$ cat config.mk
export PLATFORM = sky130hd
export DESIGN_NAME = fifo_rd_sched_flat
export DESIGN_NICKNAME = d
export VERILOG_FILES = /design/src/rtl/fifo_rd_sched_if.sv /design/src/rtl/fifo_rd_sched.sv /design/src/flat_wrapper.sv
export SDC_FILE = /design/constraint.sdc
export NUM_CORES = 1
export LEC_CHECK = 0
export BUFFER_PORTS_ARGS = -buffer_cell sky130_fd_sc_hd__buf_2
export CORE_MARGIN = 2
export CORE_UTILIZATION = 48
export CTS_BUF_LIST = sky130_fd_sc_hd__clkbuf_16
export DETAILED_ROUTE_END_ITERATION = 16
export PLACE_DENSITY = 0.77
export SLEW_MARGIN = 20
export SYNTH_ARGS = -nofsm -noshare
export SYNTH_HDL_FRONTEND = slang
export SYNTH_SLANG_ARGS = --single-unit
$ cat constraint.sdc
create_clock -name rclk -period 2 [get_ports rclk]
set_clock_uncertainty 0.2 [all_clocks]
set_input_delay 0.2 -clock rclk [delete_from_list [all_inputs] [get_ports rclk]]
set_output_delay 0.2 -clock rclk [all_outputs]
set_load 0.02 [all_outputs]
$ cat src/rtl/fifo_rd_sched_if.sv
// rtl/fifo_rd_sched_if.sv - consumer, FIFO-read and output signals of the read scheduler
interface fifo_rd_sched_if #(
  parameter int NUM_REQ    = 4,
  parameter int DATA_WIDTH = 8
);
  logic [NUM_REQ-1:0]    req;
  logic [NUM_REQ-1:0]    rdy;
  logic                  fifo_empty;
  logic [DATA_WIDTH-1:0] fifo_rdata;
  logic                  fifo_rinc;
  logic [NUM_REQ-1:0]    gnt;
  logic [DATA_WIDTH-1:0] dout;
  logic [NUM_REQ-1:0]    dout_vld;
  logic                  busy;

  modport master (
    input  req, rdy, fifo_empty, fifo_rdata,
    output fifo_rinc, gnt, dout, dout_vld, busy
  );

  modport slave (
    output req, rdy, fifo_empty, fifo_rdata,
    input  fifo_rinc, gnt, dout, dout_vld, busy
  );
endinterface

$ cat src/rtl/fifo_rd_sched.sv
// rtl/fifo_rd_sched.sv - round-robin burst scheduler sharing one FIFO read port
module fifo_rd_sched #(
  parameter int NUM_REQ    = 4,
  parameter int DATA_WIDTH = 8,
  parameter int MAX_BURST  = 4
) (
  input  logic                rclk,
  input  logic                rst,
  fifo_rd_sched_if.master     bus
);
  localparam int OW = (NUM_REQ > 1) ? $clog2(NUM_REQ) : 1;
  localparam int CW = $clog2(MAX_BURST + 1);

  localparam logic [0:0] IDLE  = 1'b0;
  localparam logic [0:0] SERVE = 1'b1;

  logic [0:0]            state;
  logic [OW-1:0]         owner;
  logic [OW-1:0]         last;
  logic [CW-1:0]         cnt;
  logic [NUM_REQ-1:0]    gnt_q;
  logic [DATA_WIDTH-1:0] dout_q;
  logic [NUM_REQ-1:0]    vld_q;

  logic [OW-1:0]         win;
  logic [OW-1:0]         idx;
  logic                  found;
  logic                  pop;
  logic                  last_pop;

  // Search starts just after the previous winner, so the last owner ranks lowest.
  always_comb begin
    win   = last;
    idx   = last;
    found = 1'b0;
    for (int i = 1; i <= NUM_REQ; i++) begin
      idx = OW'((int'(last) + i) % NUM_REQ);
      if (!found && bus.req[idx]) begin
        win   = idx;
        found = 1'b1;
      end
    end
  end

  // Reset gates the strobe so no word is consumed in the reset cycle.
  assign pop = (state == SERVE) && !rst && !bus.fifo_empty &&
               bus.req[owner] && bus.rdy[owner];
  assign last_pop = pop && (cnt == CW'(MAX_BURST - 1));

  always_ff @(posedge rclk) begin
    if (rst) begin
      state  <= IDLE;
      owner  <= '0;
      last   <= OW'(NUM_REQ - 1);
      cnt    <= '0;
      gnt_q  <= '0;
      dout_q <= '0;
      vld_q  <= '0;
    end else begin
      case (state)
        IDLE: begin
          vld_q <= '0;
          if (!bus.fifo_empty && found) begin
            gnt_q <= NUM_REQ'(1) << win;
            owner <= win;
            last  <= win;
            cnt   <= '0;
            state <= SERVE;
          end
        end
        default: begin
          if (pop) begin
            dout_q <= bus.fifo_rdata;
            vld_q  <= gnt_q;
            cnt    <= cnt + CW'(1);
          end else begin
            vld_q  <= '0;
          end
          if (last_pop || !bus.req[owner]) begin
            gnt_q <= '0;
            state <= IDLE;
          end
        end
      endcase
    end
  end

  assign bus.fifo_rinc = pop;
  assign bus.gnt       = gnt_q;
  assign bus.dout      = dout_q;
  assign bus.dout_vld  = vld_q;
  assign bus.busy      = (state == SERVE);
endmodule

$ cat src/flat_wrapper.sv
// flat-port wrapper written by rule: the top's interface ports become plain ports
module fifo_rd_sched_flat 
#(
  parameter int NUM_REQ    = 4,
  parameter int DATA_WIDTH = 8,
  parameter int MAX_BURST  = 4
)
  (rclk, rst, bus_req, bus_rdy, bus_fifo_empty, bus_fifo_rdata, bus_fifo_rinc, bus_gnt, bus_dout, bus_dout_vld, bus_busy);
  fifo_rd_sched_if #(.NUM_REQ(NUM_REQ), .DATA_WIDTH(DATA_WIDTH)) bus_i ();
  input  logic rclk;
  input  logic rst;
  input wire logic [$bits(bus_i.req)-1:0] bus_req;
  input wire logic [$bits(bus_i.rdy)-1:0] bus_rdy;
  input wire logic [$bits(bus_i.fifo_empty)-1:0] bus_fifo_empty;
  input wire logic [$bits(bus_i.fifo_rdata)-1:0] bus_fifo_rdata;
  output wire logic [$bits(bus_i.fifo_rinc)-1:0] bus_fifo_rinc;
  output wire logic [$bits(bus_i.gnt)-1:0] bus_gnt;
  output wire logic [$bits(bus_i.dout)-1:0] bus_dout;
  output wire logic [$bits(bus_i.dout_vld)-1:0] bus_dout_vld;
  output wire logic [$bits(bus_i.busy)-1:0] bus_busy;
  assign bus_i.req = bus_req;
  assign bus_i.rdy = bus_rdy;
  assign bus_i.fifo_empty = bus_fifo_empty;
  assign bus_i.fifo_rdata = bus_fifo_rdata;
  assign bus_fifo_rinc = bus_i.fifo_rinc;
  assign bus_gnt = bus_i.gnt;
  assign bus_dout = bus_i.dout;
  assign bus_dout_vld = bus_i.dout_vld;
  assign bus_busy = bus_i.busy;
  fifo_rd_sched #(.NUM_REQ(NUM_REQ), .DATA_WIDTH(DATA_WIDTH), .MAX_BURST(MAX_BURST)) u_core (.rclk(rclk), .rst(rst), .bus(bus_i));
endmodule
==> flow_metrics.py <==
metrics = {
    "floorplanning": {
        "die_x_um": 51.4,
        "dieHeight_um": 51.4,
        "die_area_mm2": 0.00265,
        "rows": 17,
        "core-area_mm2": 0.00217,
        "initial_utilization_pct": 49.8,
        "ioPinCount": 37,
    },
    "power": {
        "power_density_mw_per_mm2": 762,
        "vdd.ir_drop.worst_uv": 405,
        "p_seq_share_pct": 46.0,
        "p_int_uw": 848,
        "power_frac_clock_pct": 37.5,
        "combPwrFrac_pct": 16.5,
        "p_sw_share_pct": 24.3,
        "leakage_uw": 0.000651,
        "p_switching_uw": 271,
    },
    "cells_and_area": {
        "drive_gt1_share_pct": 33.3,
        "layout_common_cells": "buf_2, dfxtp_1, nand3_1",
        "layout_commonest_cell": "buf_2",
        "stdcell_count": 196,
        "area_growth_syn_to_layout_pct": 36.0,
        "utilization_pct": 67.7,
        "antenna_cells": 0,
        "finalNetCount": 190,
        "n_fill_cell": 191,
    },
    "cts": {
        "htreeDepth": 1,
        "cts_tree": "done",
        "numCtsBuffers": 3,
        "root_buffer": "clkbuf_16",
        "clockBufferDepth": 2,
        "clk_latency_ns": 0.25,
        "clock-sinks": 24,
        "clk_pin_slew_ns": 0.06,
    },
    "yosys": {
        "synth_nets": 141,
        "ys_seq_elements": 24,
        "postSynthAreaPerCell_um2": 9.00,
        "yosysSeqAreaShare_pct": 44.5,
        "syn_area_mm2": 0.00108,
        "yosys_warnings": 0,
        "netlist_instances": 120,
        "synth.distinct_cells": 30,
    },
    "hold_path": {
        "hold_class": "in -> reg",
    },
    "timing": {
        "worstMarginPinSlew_ns": 0.380,
        "max_freq_mhz": 516,
        "finalHoldViolations": 1,
        "layout_setup_ws_ns": 0.0634,
        "finalSetupViolations": 0,
        "slew_headroom_pct": 74.7,
        "fin_hold_ws_ns": -0.000473,
        "slew_violations": 0,
        "period_needed_ns": 1.94,
        "finalCritPeriodShare_pct": 96.8,
    },
    "status": {
        "status": "finished with violations",
        "violations": "negative hold slack",
    },
    "place": {
        "dp.cells": 185,
        "portBuffers": 36,
        "gp_congestion": 0.844,
        "post-dp-hpwl_um": 1940,
        "pre_cts_slack_ns": 0.166,
    },
    "grt": {
        "grt_pass1_vias": 1054,
        "grt-ovfl-total": 0,
        "grt_antenna_before_repair": 0,
        "grt_usage_pct": 22.5,
        "grt_pass1_wl_um": 4430,
        "grt_max_degree": 14,
    },
    "routing": {
        "routed-via-count": 1085,
        "drt_first_pass_iters": 4,
        "totalWireLength_um": 2670,
        "viasPerCell": 5.54,
        "drtAntennaViolNets": 0,
        "drc": 0,
        "wl_per_cell_um": 13.6,
        "drt_iter0_markers": 28,
    },
    "worst_setup_path": {
        "path_class": "reg -> out",
        "setup.worst_path.end_class": "output pin",
        "start_kind": "flip-flop",
        "cp_max_fo": 4,
        "required_ns": 1.60,
        "crit_arrival_ns": 1.54,
    },
    "run": {
        "maxCapViolCount": 0,
    },
}
[worst paths after layout]
kind                                   startpoint                         endpoint  slack [ns]  depth (start not counted)
hold reg to reg   u_core.bus.dout[1]$_SDFFE_PP0P_  u_core.bus.dout[1]$_SDFFE_PP0P_        0.27                          2
setup / recovery     u_core.owner[1]$_SDFFE_PP0P_                    bus_fifo_rinc        0.06                          4
hold / removal                  bus_fifo_rdata[4]  u_core.bus.dout[4]$_SDFFE_PP0P_     -0.0005                          3
setup reg to reg     u_core.owner[1]$_SDFFE_PP0P_       u_core.cnt[1]$_SDFFE_PP0P_        0.16                          6
[flip-flops by register name, indices dropped and copies added (netlist names)]
| register | cells |
|---|---|
| u_core.owner | 2 |
| u_core.bus.gnt | 4 |
| u_core.bus.busy | 1 |
| u_core.last | 2 |
| u_core.bus.dout | 8 |
| u_core.cnt | 3 |
| u_core.bus.dout_vld | 4 |
[synth_stat cells]
cell type / instances / area share [%]
nor4_1: 1 / 0.58
o31ai_1: 1 / 0.70
ha_1: 2 / 2.3
and2_1: 1 / 0.58
buf_2: 3 / 1.4
inv_1: 3 / 1.0
nand2_1: 4 / 1.4
or3b_1: 1 / 0.81
a21oi_1: 12 / 5.6
mux2i_1: 5 / 4.6
o21ai_0: 12 / 5.6
o32ai_1: 2 / 1.6
dfxtp_1: 24 / 44
and3b_1: 2 / 1.6
o41ai_1: 1 / 0.81
mux4_2: 1 / 2.1
o2bb2ai_1: 1 / 0.81
buf_6: 2 / 2.1
nand3_1: 14 / 6.5
nor3_1: 2 / 0.93
nor2b_1: 1 / 0.58
or3_1: 6 / 3.5
and3_1: 4 / 2.3
clkbuf_1: 2 / 0.70
a221oi_1: 1 / 0.81
nand2b_1: 2 / 1.2
o22ai_1: 3 / 1.7
nor2_1: 5 / 1.7
o22a_1: 1 / 0.81
nor4_2: 1 / 1.2
[critical path, cell delays in order, from the launching register on]
cell	delay (ns)
dfxtp_2	0.35
or3b_4	0.39
o22a_1	0.23
nor2_2	0.18
buf_6	0.14
[per-layer routing]
metal	routed length, um	track usage, %	vias up	part of all wire, %
met5	0	0	-	0
met4	35	9.65	0	1.3
met3	184	4.97	4	6.9
met2	1350	40.8	44	51
met1	1100	24.8	494	41
li1	-	-	543	-
[power groups by stage]
stage / Combinational (uW) / Clock (uW) / Sequential (uW)
after floorplan: 93.4 / 0 / 533
after global placement: 163 / 0 / 523
after detailed placement: 167 / 0 / 524
after CTS: 175 / 432 / 514
after global routing: 203 / 452 / 518
final: 184 / 420 / 515
[repair_timing]
item	CTS	global route
pin swaps	1	2
endpoints found under the setup margin	1	1
endpoints found under the hold margin	4	0
hold buffers	4	0
setup buffers	1	2
resized for setup	1	5
[area by class of cell]
cell class	count	area [um^2]	area share, %
flip-flops and latches	24	482	32.8
repair buffers	51	309	21.0
multi-input cells	86	553	37.6
clock buffers	3	75.1	5.11
inverters	3	11.3	0.767
clock inverters	1	3.75	0.256
well taps	28	35.0	2.39
[through the flow]
stage	cell area [um^2]	setup TNS, ns	total power [uW]
after floorplan	1080	0	626
after global placement	1310	0	686
after detailed placement	1310	0	691
after CTS	1440	0	1120
after global routing	1470	-0.0182	1170
final	1470	0	1120
[kinds of logic after synthesis]
family                     count (synthesis)  synth area share [%]
buffers and inverters                     10                  5.21
AOI/OAI and AO/OA                         34                  18.4
muxes                                      6                  6.72
adders and majority gates                  2                  2.32
DFF                                       24                  44.5
and+or+nand+nor                           44                  22.8
Note: power is estimated with default switching activity, not from simulation.
